## src/rtl/spart_pkg.sv

```systemverilog
// Shared types and constants for the SPART receive path.
package spart_pkg;

   localparam int DIV_W = 16;

   localparam logic [1:0] ADDR_BUF  = 2'b00;
   localparam logic [1:0] ADDR_STAT = 2'b01;
   localparam logic [1:0] ADDR_DBL  = 2'b10;
   localparam logic [1:0] ADDR_DBH  = 2'b11;

   typedef enum logic [1:0] {
      IDLE  = 2'd0,
      START = 2'd1,
      DATA  = 2'd2,
      STOP  = 2'd3
   } rx_state_t;

   // A zero divisor would never let the bit counter expire, so treat it as 1.
   function automatic logic [DIV_W-1:0] eff_div(input logic [DIV_W-1:0] d);
      return (d == '0) ? DIV_W'(1) : d;
   endfunction

   function automatic logic [DIV_W-1:0] half_div(input logic [DIV_W-1:0] d);
      logic [DIV_W-1:0] h;
      h = d >> 1;
      return (h == '0) ? DIV_W'(1) : h;
   endfunction

endpackage

```

## src/rtl/spart_sync.sv

```systemverilog
// N-flop synchronizer for an idle-high asynchronous line; every stage resets to 1.
module spart_sync #(
   parameter int N = 2
) (
   input  logic clk,
   input  logic rst,
   input  logic d,
   output logic q
);

   logic [N-1:0] sync_q;
   logic [N-1:0] sync_d;

   always_comb begin
      sync_d = {sync_q[N-2:0], d};
   end

   always_ff @(posedge clk or negedge rst) begin
      if (!rst) sync_q <= '1;
      else      sync_q <= sync_d;
   end

   assign q = sync_q[N-1];

endmodule

```

## src/rtl/spart_rx.sv

```systemverilog
// SPART receiver: 8N1 deserializer sampling mid-bit from a programmable divisor.
// Optional macro SPART_RX_OVERRUN_EN adds the overrun status output.
//
// state | meaning
// IDLE  | waiting for a falling edge on the synchronized line
// START | counting to mid start bit to reject glitches
// DATA  | sampling 8 data bits, LSB first
// STOP  | sampling the stop bit; deliver byte only if it is high
module spart_rx
   import spart_pkg::*;
#(
   parameter int SYNC_STAGES = 2
) (
   input  logic             clk,
   input  logic             rst,
   input  logic             rxd,
   input  logic [DIV_W-1:0] divisor,
   input  logic             rd_ack,
   output logic [7:0]       rx_data,
   output logic             rda,
   output logic             shift,
   output logic             busy
`ifdef SPART_RX_OVERRUN_EN
   ,
   output logic             overrun
`endif
);

   logic rxs;

   spart_sync #(.N(SYNC_STAGES)) u_sync (
      .clk (clk),
      .rst (rst),
      .d   (rxd),
      .q   (rxs)
   );

   rx_state_t        state_q, state_d;
   logic             rxs_prev_q;
   logic [DIV_W-1:0] div_q, div_d;
   logic [DIV_W-1:0] cnt_q, cnt_d;
   logic [2:0]       idx_q, idx_d;
   logic [7:0]       shreg_q, shreg_d;
   logic [7:0]       rx_data_q, rx_data_d;
   logic             rda_q, rda_d;
   logic             shift_q, shift_d;
   logic             busy_q, busy_d;
   logic             sample;
   logic             load;
`ifdef SPART_RX_OVERRUN_EN
   logic             overrun_q, overrun_d;
`endif

   always_comb begin
      state_d   = state_q;
      div_d     = div_q;
      cnt_d     = cnt_q;
      idx_d     = idx_q;
      shreg_d   = shreg_q;
      rx_data_d = rx_data_q;
      shift_d   = 1'b0;
      load      = 1'b0;
      sample    = (cnt_q == DIV_W'(1));

      case (state_q)
         IDLE: begin
            cnt_d = '0;
            if (!rxs && rxs_prev_q) begin
               state_d = START;
               div_d   = eff_div(divisor);
               cnt_d   = half_div(eff_div(divisor));
            end
         end
         START: begin
            cnt_d = cnt_q - 1'b1;
            if (sample) begin
               cnt_d = div_q;
               if (!rxs) begin
                  state_d = DATA;
                  idx_d   = '0;
               end else begin
                  state_d = IDLE;
                  cnt_d   = '0;
               end
            end
         end
         DATA: begin
            cnt_d = cnt_q - 1'b1;
            if (sample) begin
               cnt_d   = div_q;
               shreg_d = {rxs, shreg_q[7:1]};
               idx_d   = idx_q + 1'b1;
               shift_d = 1'b1;
               if (idx_q == 3'd7) state_d = STOP;
            end
         end
         STOP: begin
            cnt_d = cnt_q - 1'b1;
            if (sample) begin
               shift_d = 1'b1;
               state_d = IDLE;
               cnt_d   = '0;
               if (rxs) begin
                  rx_data_d = shreg_q;
                  load      = 1'b1;
               end
            end
         end
         default: begin
            state_d = IDLE;
            cnt_d   = '0;
         end
      endcase

      // A byte landing in the same cycle as a read keeps data available.
      rda_d  = load | (rda_q & ~rd_ack);
      busy_d = (state_d != IDLE);

`ifdef SPART_RX_OVERRUN_EN
      overrun_d = overrun_q;
      if (load && rda_q && !rd_ack) overrun_d = 1'b1;
      else if (rd_ack)              overrun_d = 1'b0;
`endif
   end

   always_ff @(posedge clk or negedge rst) begin
      if (!rst) begin
         state_q    <= IDLE;
         rxs_prev_q <= 1'b1;
         div_q      <= '0;
         cnt_q      <= '0;
         idx_q      <= '0;
         shreg_q    <= '0;
         rx_data_q  <= '0;
         rda_q      <= 1'b0;
         shift_q    <= 1'b0;
         busy_q     <= 1'b0;
`ifdef SPART_RX_OVERRUN_EN
         overrun_q  <= 1'b0;
`endif
      end else begin
         state_q    <= state_d;
         rxs_prev_q <= rxs;
         div_q      <= div_d;
         cnt_q      <= cnt_d;
         idx_q      <= idx_d;
         shreg_q    <= shreg_d;
         rx_data_q  <= rx_data_d;
         rda_q      <= rda_d;
         shift_q    <= shift_d;
         busy_q     <= busy_d;
`ifdef SPART_RX_OVERRUN_EN
         overrun_q  <= overrun_d;
`endif
      end
   end

   assign rx_data = rx_data_q;
   assign rda     = rda_q;
   assign shift   = shift_q;
   assign busy    = busy_q;
`ifdef SPART_RX_OVERRUN_EN
   assign overrun = overrun_q;
`endif

endmodule

```

## config.mk

```make
export PLATFORM = sky130hd
export DESIGN_NAME = spart_rx
export DESIGN_NICKNAME = d
export VERILOG_FILES = /design/src/rtl/spart_pkg.sv /design/src/rtl/spart_sync.sv /design/src/rtl/spart_rx.sv
export SDC_FILE = /design/constraint.sdc
export NUM_CORES = 1
export LEC_CHECK = 0
export CELL_PAD_IN_SITES_DETAIL_PLACEMENT = 0
export CELL_PAD_IN_SITES_GLOBAL_PLACEMENT = 1
export CORE_UTILIZATION = 44
export DETAILED_ROUTE_END_ITERATION = 10
export PLACE_DENSITY_LB_ADDON = 0.05
export SETUP_SLACK_MARGIN = 0.3
export SKIP_LAST_GASP = 1
export SLEW_MARGIN = 0
export SYNTH_ARGS = -nofsm -noshare
export SYNTH_HDL_FRONTEND = slang
export SYNTH_SLANG_ARGS = --single-unit
```

## constraint.sdc

```tcl
create_clock -name clk -period 3 [get_ports clk]
set_input_delay 0.45 -clock clk [delete_from_list [all_inputs] [get_ports clk]]
set_output_delay 0.45 -clock clk [all_outputs]
set_load 0.1 [all_outputs]
```

# Yosys cells after proc, flatten, opt, wreduce, memory -nomap -nowiden
# Cells that the tools add are included.
[word_totals]
ff_bits = 59
out_inout_bits = 11
[op_classes]
reduce_logical = 12
mux = 24
n_eq_ne = 8
addsub = 2
n_bitwise = 3
[ops]
columns = ["cell", "count"]
rows = [
  ["two-way mux 16 bit", 5],
  ["case mux 16 bit (4 select lines)", 1],
  ["logical NOT 16 bit", 2],
  ["two-way mux 15 bit", 2],
  ["equality test 16 x 1 -> 1 bit, second input constant", 1],
  ["subtractor 16 x 1 -> 16 bit, second input constant", 1],
  ["two-way mux 2 bit", 6],
  ["two-way mux 3 bit", 3],
  ["case mux 2 bit (4 select lines)", 1],
  ["inequality test 2 bit, second input constant", 3],
  ["case mux 3 bit (2 select lines)", 1],
  ["two-way mux 1 bit", 5],
  ["equality test 2 bit, second input constant", 2],
  ["AND reduction 2 bit", 2],
  ["AND reduction 4 bit", 1],
  ["nonzero test 2 bit", 2],
  ["adder 3 x 1 -> 3 bit, second input constant", 1],
  ["equality test 3 bit, second input constant", 1],
  ["AND reduction 3 bit", 1],
  ["equality test 2 x 1 -> 1 bit, second input constant", 1],
  ["logical NOT 2 bit", 1],
  ["OR reduction 2 bit", 1],
  ["bitwise AND 1 bit", 1],
  ["logical AND 1 bit", 1],
  ["3 further kinds", 3],
]

# Longest topological paths before layout
# Gate-level depths: netlist of run 1.
[depth]
ltp_word = 6
mapped_depth = 9
mapped_depth_nobuf = 7

# Modules after synthesis
# Synthesis of run 1 repeated with hierarchy kept, for this count alone.
[unflattened]
cells_unflattened = 292
hier_area_um2 = 2785.2
[by_module_without_submodules]
columns = ["mod", "instances", "area_per_inst_um2", "cells_each"]
rows = [
  ["spart_rx", 1, 2732.6, 290],
  ["spart_sync", 1, 52.6, 2],
]

# Worst setup path after synthesis of run 1
# No wires, ideal clock.
[synth_path]
path_kind = "flip-flop to flip-flop"
start = "reg cnt_q[1]"
end = "reg rx_data_q[0] (netlist: rx_data[0])"
arrival_ns = 2.280
slack_ns = 0.594
n_path_buf = 1
stages_incl_launch_ff = 8
synth_period_minus_slack_ns = 2.406
setup_ns = 0.126
required_time_ns = 2.874
cell_sequence = "dfrtp_1 inv_1 ha_1 or4b_1 or4_4 buf_6 nor2_8 mux2_4"
[synth_via]
elab_chain_len = 2
[synth_rtl]
columns = ["item", "line_no", "text"]
rows = [
  ["start, declared", "spart_rx.sv:41", "logic [DIV_W-1:0] cnt_q, cnt_d;"],
  ["start signal, assigned", "spart_rx.sv:145", "cnt_q <= cnt_d;"],
  ["equality test 16 x 1 -> 1 bit", "spart_rx.sv:63", "sample = (cnt_q == DIV_W'(1));"],
  ["AND reduction 3 bit (no source line)", "n/a", ""],
  ["end signal, assigned", "spart_rx.sv:148", "rx_data_q <= rx_data_d;"],
  ["end, declared", "spart_rx.sv:44", "logic [7:0] rx_data_q, rx_data_d;"],
]
# No other way between the ends.
# A chain may end at the register's enable or synchronous reset.

# Worst setup path in the final report of run 1
[layout_path]
start = "reg cnt_q[1]"
end = "reg rx_data_q[3] (netlist: rx_data[3])"
# Same word-level chain as after synthesis.

==> reports/qor.yml, run 1 <==
cts_buffer_depth: 2
fillers: 576
startpoint_type: "flip-flop"
max_freq_ghz: 0.384
fin_area_mm2: 0.00349
post-place-ws_ns: 0.373
cts_resized: 0
drt_wl_total_um: 6730
ant_nets: 0
setup_viol: 0
cts_setup_buffers: 0
port-buffer-count: 30
synth.distinct_cells: 54
drive_gt1_frac: 0.216
pwr-share-comb: 0.308
yosysSeqAreaShare: 0.511
drc: 0
synthTopCellsByArea: "dfrtp_1, nand2_1, mux2_4, mux2_2, o21ai_0"
vias: 2196
dp.final_hpwl_um: 4810
initial_core_util: 0.456
async_flop_share: 1.00
antenna_found_initial: 0
synth_top_area_cell: "dfrtp_1"
worstSetupPathType: "flip-flop to flip-flop"
switching_power_mw: 1.09
slew_headroom: 0.359
syn_area_mm2: 0.00290
synth-edff-count: 0
cts_sinks: 59
cts_buffers: 9
hold_buffers: 0
rows: 29
drt-pass1-iter-count: 4
via_per_inst: 5.48
htreeDepth: 3
fin_ws_ns: 0.394
p_seq_frac: 0.430
overflow: 0
hp-class: "primary input to asynchronous set/reset pin"
end_kind: "flip-flop"
io_pins: 31
yosysMostFrequentCell: "nand2_1"
swShare: 0.377
cts_tree: "done"
die_area_mm2: 0.00691
area.sequential_mm2: 0.00148
insertion_delay_ns: 0.33
tightest_slew_ns: 0.962
multi_input_area_mm2: 0.00135
crit_required_ns: 3.22
period_share: 0.869
synth_ff_type: "dfrtp_1"
synthTopCellsByCount: "nand2_1, dfrtp_1, o21ai_0"
avgRoutedWirePerCell_um: 16.8
cap_violations: 0
ir_drop_uv: 422
arrival_ns: 2.83
hold_violations: 0
rsz0062_at_grt: "false"
initialDrtViolationCount: 136
ys_warn_count: 0
die_w_um: 83.1
p_leak_nw: 1.60
first_global_vias: 2134
fin_nets: 343
gp_congestion: 0.829
clk_pin_slew_ns: 0.08
status: "completed"
worst-path-max-fanout: 12
power.internal_mw: 1.81
diodes: 0
place_area_mm2: 0.00326
synth_top_area_share: 0.484
die_y_um: 83.1
grt_max_degree: 44
syn_avg_cell_area_um2: 10.4
fin_skew_ns: 0.00936
power_density_mw_per_mm2: 830
synth-seq-cells: 59
root_buffer: "clkbuf_8"
grt_usage: 0.209
syn_nets: 302
drv_slew: 0
p_clk_frac: 0.261
min_period_ns: 2.61
core_area_mm2: 0.00635
area_growth_pct: 20.6
grt_pass1_wl_um: 11000
synthCells: 278
tns_ns: 0
registers in the layout, summed over array words and instances, names as in the netlist:
signal / flops
shift: 1
cnt_q: 16
busy: 1
u_sync.sync_q: 2
rx_data: 8
div_q: 16
rxs_prev_q: 1
shreg_q: 8
idx_q: 3
state_q: 2
rda: 1
cells in the final DEF, fill, tap and decap left out, drive strengths merged, types with 3 or more instances in the layout:
cell,count
nor2,16
nor2b,3
mux2i,4
a21oi,12
mux2,17
ha,4
inv,6
a21boi,3
nand2,57
nor4,10
nor3,6
o21ai,25
nand4,4
dfstp,3
xnor2,6
clkdlybuf4s50,18
nand3,4
a31oi,3
dfrtp,56
buf,23
clkbuf,9
or4,5
worst max-delay path, stage by stage (launching register included):
cell     delay [ns]
dfrtp_1        0.41
inv_1          0.09
ha_1           0.15
or4b_1         0.55
or4_4          0.71
nor2_8         0.26
mux2_4         0.32
power by group through the flow:
stage | clock network [mW] | registers, mW | logic [mW]
floorplan | 0 | 1.20 | 0.675
global placement | 0 | 1.26 | 0.877
detailed placement | 0 | 1.26 | 0.886
CTS | 0.776 | 1.25 | 0.894
global route | 0.808 | 1.29 | 1.00
finish | 0.758 | 1.25 | 0.894
path summary, 6_finish.rpt:
check	startpoint	end	slack, ns	cells after the start
max	cnt_q[1]	rx_data[3]	0.39	6
min	rst	idx_q[2]	0.26	1
max reg2reg	cnt_q[1]	rx_data[3]	0.39	6
min reg2reg	u_sync.sync_q[0]	u_sync.sync_q[1]	0.36	0
max in group asynchronous	rst	div_q[13]	1.97	2
min in group clk	u_sync.sync_q[0]	u_sync.sync_q[1]	0.36	0
per-layer routing:
metal  vias to the layer above  wire length [um]  GRT usage
met3                         4               325     0.0398
met1                      1067              3330      0.304
met4                         0                49     0.0846
met5                         -                 0          0
li1                       1081                 -          -
met2                        44              3020      0.307
cell families after synthesis:
kind of cell | Yosys count | synth area share
AO/OA/AOI/OAI | 55 | 0.115
XOR/XNOR | 7 | 0.0212
adder cells (fa/ha/maj) | 4 | 0.0173
buffers and inverters | 13 | 0.0225
flip-flops | 59 | 0.511
multiplexers | 21 | 0.0903
AND/OR/NAND/NOR | 119 | 0.223
per-stage QoR:
stage,std cells,total power [mW],hold slack (ns),util
6_report,401,2.90,0.262,0.550
5_1_grt,401,3.10,0.353,0.550
4_1_cts,398,2.91,0.293,0.546
3_5_place_dp,382,2.15,0.347,0.514
3_3_place_gp,382,2.13,0.346,0.514
2_1_floorplan,278,1.87,0.154,-
layout make-up:
class / count / area share
tap: 77 / 0.0276
multi-input combinational: 206 / 0.387
sequential: 59 / 0.424
inverter: 2 / 0.00215
clock buffer: 9 / 0.0355
clock inverter: 7 / 0.0240
timing repair buffer: 41 / 0.100
Note: power is estimated with default switching activity, not from simulation.
==> run 2, diff against run 1 <==
==> constraint.sdc (replaced) <==
create_clock -name clk -period 3 [get_ports clk]
set_input_delay 0.6 -clock clk [delete_from_list [all_inputs] [get_ports clk]]
set_output_delay 0.6 -clock clk [all_outputs]
set_load 0.1 [all_outputs]
==> run 2 against run 1 <==
  * Worst hold slack better by 0.023 ns
  * Critical path depth unchanged
  * Sequential power about the same
  * Sequential cell count did not move
  * Sequential share of layout area about the same
  * Fmax increased by 0.87%
  * Combinational power is 3.0% lower
  * Largest cell class unchanged
  * Setup slack gained 0.022 ns
  * First-iteration DRC count shrank 10%
==> reports/qor.yml, run 2 (synthesis results as in run 1) <==
status: "completed"  # unchanged
ir_drop_uv: 447  # was 422 uV
initial_core_util: 0.456  # unchanged
crit_chain: "inv_1 > ha_1 > or4b_1 > or4_4 > nor2_8 > mux2_4"  # unchanged
initialDrtViolationCount: 122  # was 136
hp-class: "primary input to asynchronous set/reset pin"  # unchanged
ant_nets: 0  # unchanged
drt-pass1-iter-count: 4  # unchanged
rsz0062_at_grt: "false"  # unchanged
largestRegisters: "cnt_q (16), div_q (16)"  # unchanged
worstSetupPathType: "flip-flop to flip-flop"  # unchanged
insertion_delay_ns: 0.33  # about the same
gp_congestion: 0.794  # was 0.829
die_y_um: 83.1  # unchanged
hold_violations: 0  # unchanged
overflow: 0  # unchanged
core_area_mm2: 0.00635  # unchanged
cts_sinks: 59  # unchanged
tns_ns: 0  # unchanged
fin_skew_ns: 0.00830  # was 0.00936 ns
use_met3: 0.0467  # was 0.0398
via_per_inst: 5.60  # was 5.48
area_growth_pct: 20.7  # was 20.6%
setup_viol: 0  # unchanged
dp.final_hpwl_um: 4770  # was 4810 um
arrival_ns: 2.80  # was 2.83 ns
die_w_um: 83.1  # unchanged
grt_use_met2: 0.303  # was 0.307
busiest_layer: "met1"  # was met2
period_share: 0.861  # was 0.869
max_freq_ghz: 0.387  # was 0.384 GHz
slew_headroom: 0.482  # was 0.359
drc: 0  # unchanged
p_leak_nw: 1.59  # was 1.60 nW
grt_pass1_wl_um: 11100  # was 11000 um
tightest_slew_ns: 0.769  # was 0.962 ns
grt_max_degree: 33  # was 44
drt_wl_total_um: 6720  # was 6730 um
use_met1: 0.315  # was 0.304
drive_gt1_frac: 0.211  # was 0.216
port-buffer-count: 30  # unchanged
grt_usage: 0.212  # was 0.209
crit_path_max_incr_delay_ns: 0.71  # about the same
place_area_mm2: 0.00327  # was 0.00326 mm^2
end_kind: "flip-flop"  # unchanged
final_common_cell: "nand2_1"  # unchanged
cts_buffers: 9  # unchanged
die_area_mm2: 0.00691  # unchanged
power_density_mw_per_mm2: 822  # was 830 mW/mm^2
clk_pin_slew_ns: 0.07  # was 0.08 ns
final_cell_mix: "nand2_1, dfrtp_1, o21ai_0, buf_4, clkdlybuf4s50_1"  # was nand2_1, dfrtp_1, buf_4
cts_buffer_depth: 2  # unchanged
cts_resized: 0  # unchanged
avgRoutedWirePerCell_um: 16.8  # about the same
post-route-util: 0.550  # about the same
post-place-ws_ns: 0.390  # was 0.373 ns
drv_slew: 0  # unchanged
htreeDepth: 3  # unchanged
diodes: 0  # unchanged
worst-path-max-fanout: 10  # was 12
fin_area_mm2: 0.00349  # about the same
cts_tree: "done"  # unchanged
cp_slowest_cell: "or4_4"  # unchanged
rows: 29  # unchanged
min_period_ns: 2.58  # was 2.61 ns
startpoint_type: "flip-flop"  # unchanged
root_buffer: "clkbuf_8"  # unchanged
fin_ws_ns: 0.416  # was 0.394 ns
fin_nets: 342  # was 343
cap_violations: 0  # unchanged
vias: 2238  # was 2196
io_pins: 31  # unchanged
crit_required_ns: 3.22  # about the same
antenna_found_initial: 0  # unchanged
first_global_vias: 2131  # was 2134
cts_setup_buffers: 0  # unchanged
hold_ws_ns: 0.285  # was 0.262 ns
hold_buffers: 0  # unchanged
## run 2: changes by cell type in the layout (fill, tap and decap cells not counted)
| cell | delta |
|---|---|
| buf_12 | +1 |
| buf_4 | -2 |
| clkbuf_1 | +1 |
| clkbuf_8 | +1 |
| clkinv_4 | +1 |
| clkinvlp_4 | +1 |
| inv_6 | -3 |
| inv_8 | -1 |
## run 2: report_power, final
group          switching, mW  leakage (nW)  internal, mW  total (mW)
clock                  0.330        0.0957         0.409       0.740
sequential             0.249         0.753          1.02        1.27
combinational          0.479         0.742         0.388       0.867
## run 2: area by class of cell
type                            count  area, um^2
Inverter                            2        7.51
Clock buffer                       11         141
Sequential cell                    59        1480
Tap cell                           77        96.3
Clock inverter                      5        62.6
Multi-Input combinational cell    206        1350
Fill cell                         545        2860
Timing Repair Buffer               40         355
## run 2: routing by layer
metal / wire length (um) / share of wire / vias up
met4: 80 / 0.012 / 0
met3: 409 / 0.061 / 10
met5: 0 / 0 / -
met1: 3300 / 0.49 / 1085
met2: 2930 / 0.44 / 67
li1: - / - / 1076
## run 2: final timing paths
path | from | to | slack, ns | depth (start not counted)
worst max-delay path | cnt_q[1] | rx_data[3] | 0.42 | 6
min in group clk | u_sync.sync_q[0] | u_sync.sync_q[1] | 0.36 | 0
worst min register to register | u_sync.sync_q[0] | u_sync.sync_q[1] | 0.36 | 0
max in group asynchronous | rst | cnt_q[1] | 2.10 | 2
worst min-delay path | rst | idx_q[2] | 0.29 | 1
worst max register to register | cnt_q[1] | rx_data[3] | 0.42 | 6
## run 2: critical path, delay by kind of cell, from the launching register on
kind,cells,cell delay [ns]
DFF,1,0.40
muxes,1,0.33
buffers and inverters,1,0.09
adders and majority gates,1,0.13
and+or+nand+nor,3,1.52
## run 2: metrics by stage
step                std cells  total power, mW
floorplan                 278             1.87
global placement          381             2.13
detailed placement        381             2.14
CTS                       397             2.89
global route              400             3.09
finish                    400             2.87
==> run 3, diff against run 2 <==
==> constraint.sdc (replaced) <==
create_clock -name clk -period 3 [get_ports clk]
set_input_delay 0.75 -clock clk [delete_from_list [all_inputs] [get_ports clk]]
set_output_delay 0.75 -clock clk [all_outputs]
set_load 0.1 [all_outputs]
==> run 3 against run 2 <==
  * First-iteration DRC count up 44%
  * Count of clock-buffer cells in the layout down 2
  * Setup slack worse by 0.033 ns
  * Critical path type unchanged
  * Largest power group unchanged
  * Critical endpoint unchanged
  * Highest routed layer unchanged
  * Via count up 0.18%
==> reports/qor.yml, run 3 (synthesis results as in run 1) <==
status: "completed"  # unchanged
power.internal_mw: 1.79  # was 1.81 mW
final_cell_mix: "nand2_1, dfrtp_1, buf_4"  # was nand2_1, dfrtp_1, o21ai_0, buf_4, clkdlybuf4s50_1
cts_sinks: 59  # unchanged
crit_chain: "inv_1 > ha_1 > or4b_1 > or4_4 > nor2_8 > mux2_4"  # unchanged
ir_drop_uv: 458  # was 447 uV
crit_buf_inv: 1  # unchanged
crit_required_ns: 3.23  # was 3.22 ns
grt_usage: 0.214  # was 0.212
vias: 2242  # was 2238
via_per_inst: 5.59  # was 5.60
hp-class: "flip-flop to flip-flop"  # was primary input to asynchronous set/reset pin
cts_resized: 0  # unchanged
tightest_slew_ns: 0.930  # was 0.769 ns
worstSetupPathType: "flip-flop to flip-flop"  # unchanged
die_w_um: 83.1  # unchanged
final_common_cell: "nand2_1"  # unchanged
reg2reg_from: "cnt_q[1]"  # unchanged
drv_slew: 0  # unchanged
cts_tree: "done"  # unchanged
cp_slowest_cell: "or4_4"  # unchanged
clk_pin_slew_ns: 0.07  # about the same
pwr-share-comb: 0.305  # was 0.302
gp_congestion: 0.798  # was 0.794
grt_max_degree: 33  # unchanged
switching_power_mw: 1.09  # was 1.06 mW
holdCritStartpoint: "u_sync.sync_q[0]"
swShare: 0.377  # was 0.368
worst-path-max-fanout: 13  # was 10
die_y_um: 83.1  # unchanged
cts_setup_buffers: 0  # unchanged
insertion_delay_ns: 0.34  # was 0.33 ns
initialDrtViolationCount: 176  # was 122
startpoint_type: "flip-flop"  # unchanged
antenna_found_initial: 0  # unchanged
drt-pass1-iter-count: 4  # unchanged
hold_violations: 0  # unchanged
cts_buffer_depth: 2  # unchanged
setup_viol: 0  # unchanged
io_pins: 31  # unchanged
area_growth_pct: 20.8  # was 20.7%
drc: 0  # unchanged
fin_skew_ns: 0.0100  # was 0.00830 ns
cts_buffers: 9  # unchanged
hold_ws_ns: 0.356  # was 0.285 ns
ff2ff_path_depth: 6  # unchanged
port-buffer-count: 30  # unchanged
period_share: 0.872  # was 0.861
rsz0062_at_grt: "true"  # was false
root_buffer: "clkbuf_8"  # unchanged
avgRoutedWirePerCell_um: 16.9  # was 16.8 um
max_freq_ghz: 0.382  # was 0.387 GHz
critical-path-top-delay-family: "simple AND/OR/NAND/NOR gates"  # unchanged
grt_pass1_wl_um: 11300  # was 11100 um
drt_wl_total_um: 6780  # was 6720 um
regToRegSetupSlack_ns: 0.38  # was 0.42 ns
slew_headroom: 0.374  # was 0.482
power_density_mw_per_mm2: 823  # was 822 mW/mm^2
cap_violations: 0  # unchanged
die_area_mm2: 0.00691  # unchanged
arrival_ns: 2.85  # was 2.80 ns
tns_ns: 0  # unchanged
worstReg2RegEnd: "rx_data[3]"  # unchanged
hold_buffers: 0  # unchanged
p_seq_frac: 0.439  # was 0.441
drive_gt1_frac: 0.216  # was 0.211
first_global_vias: 2192  # was 2131
diodes: 0  # unchanged
post-route-util: 0.551  # was 0.550
holdPathStages: 0
initial_core_util: 0.456  # unchanged
p_leak_nw: 1.60  # was 1.59 nW
largestRegisters: "cnt_q (16), div_q (16)"  # unchanged
end_kind: "flip-flop"  # unchanged
htreeDepth: 3  # unchanged
p_clk_frac: 0.256  # was 0.257
rows: 29  # unchanged
crit_path_max_incr_delay_ns: 0.73  # was 0.71 ns
min_period_ns: 2.62  # was 2.58 ns
overflow: 0  # unchanged
ant_nets: 0  # unchanged
dp.final_hpwl_um: 4730  # was 4770 um
core_area_mm2: 0.00635  # unchanged
fin_nets: 343  # was 342
hold_end: "u_sync.sync_q[1]"
run 3: how the worst max path moves through the flow:
stage | startpoint | to | slack, ns | cells past startpoint
5_1_grt | cnt_q[1] | rx_data[3] | 0.29 | 6
2_1_floorplan | cnt_q[1] | rx_data[0] | 0.59 | 7
3_3_place_gp | cnt_q[1] | rx_data[6] | 0.45 | 6
3_5_place_dp | cnt_q[1] | rx_data[1] | 0.39 | 6
4_1_cts | cnt_q[1] | rx_data[1] | 0.38 | 6
6_report | cnt_q[1] | rx_data[3] | 0.38 | 6
run 3: worst reg2reg max path, delay by kind of cell (launching register included):
family                     cells  cell delay (ns)
DFF                            1             0.41
adders and majority gates      1             0.13
and+or+nand+nor                3             1.56
muxes                          1             0.33
buffers and inverters          1             0.09
run 3: final cells by class:
| cell class | count | area (um^2) |
|---|---|---|
| Tap cell | 77 | 96.3 |
| Clock buffer | 9 | 124 |
| Inverter | 2 | 7.51 |
| Fill cell | 566 | 2850 |
| Multi-Input combinational cell | 206 | 1350 |
| Sequential cell | 59 | 1480 |
| Clock inverter | 7 | 77.6 |
| Timing Repair Buffer | 41 | 363 |
run 3: routing by layer:
metal	up-vias	GRT usage	routed length, um
li1	1088	-	-
met3	13	0.0398	253
met4	0	0.0846	113
met2	55	0.311	3000
met1	1086	0.316	3420
met5	-	0	0
run 3: power groups by stage:
| stage | registers (mW) | logic (mW) | clock network, mW |
|---|---|---|---|
| 2_1_floorplan | 1.20 | 0.675 | 0 |
| 3_3_place_gp | 1.27 | 0.857 | 0 |
| 3_5_place_dp | 1.27 | 0.867 | 0 |
| 4_1_cts | 1.26 | 0.872 | 0.749 |
| 5_1_grt | 1.31 | 0.996 | 0.783 |
| 6_report | 1.26 | 0.878 | 0.737 |
run 3: through the flow:
stage          setup WS [ns]  power, mW  instances  cell area [um^2]
2_1_floorplan          0.594       1.87        278              2900
3_3_place_gp           0.448       2.13        381              3270
3_5_place_dp           0.393       2.14        381              3270
4_1_cts                0.381       2.88        397              3470
5_1_grt                0.286       3.09        401              3500
6_report               0.383       2.88        401              3500
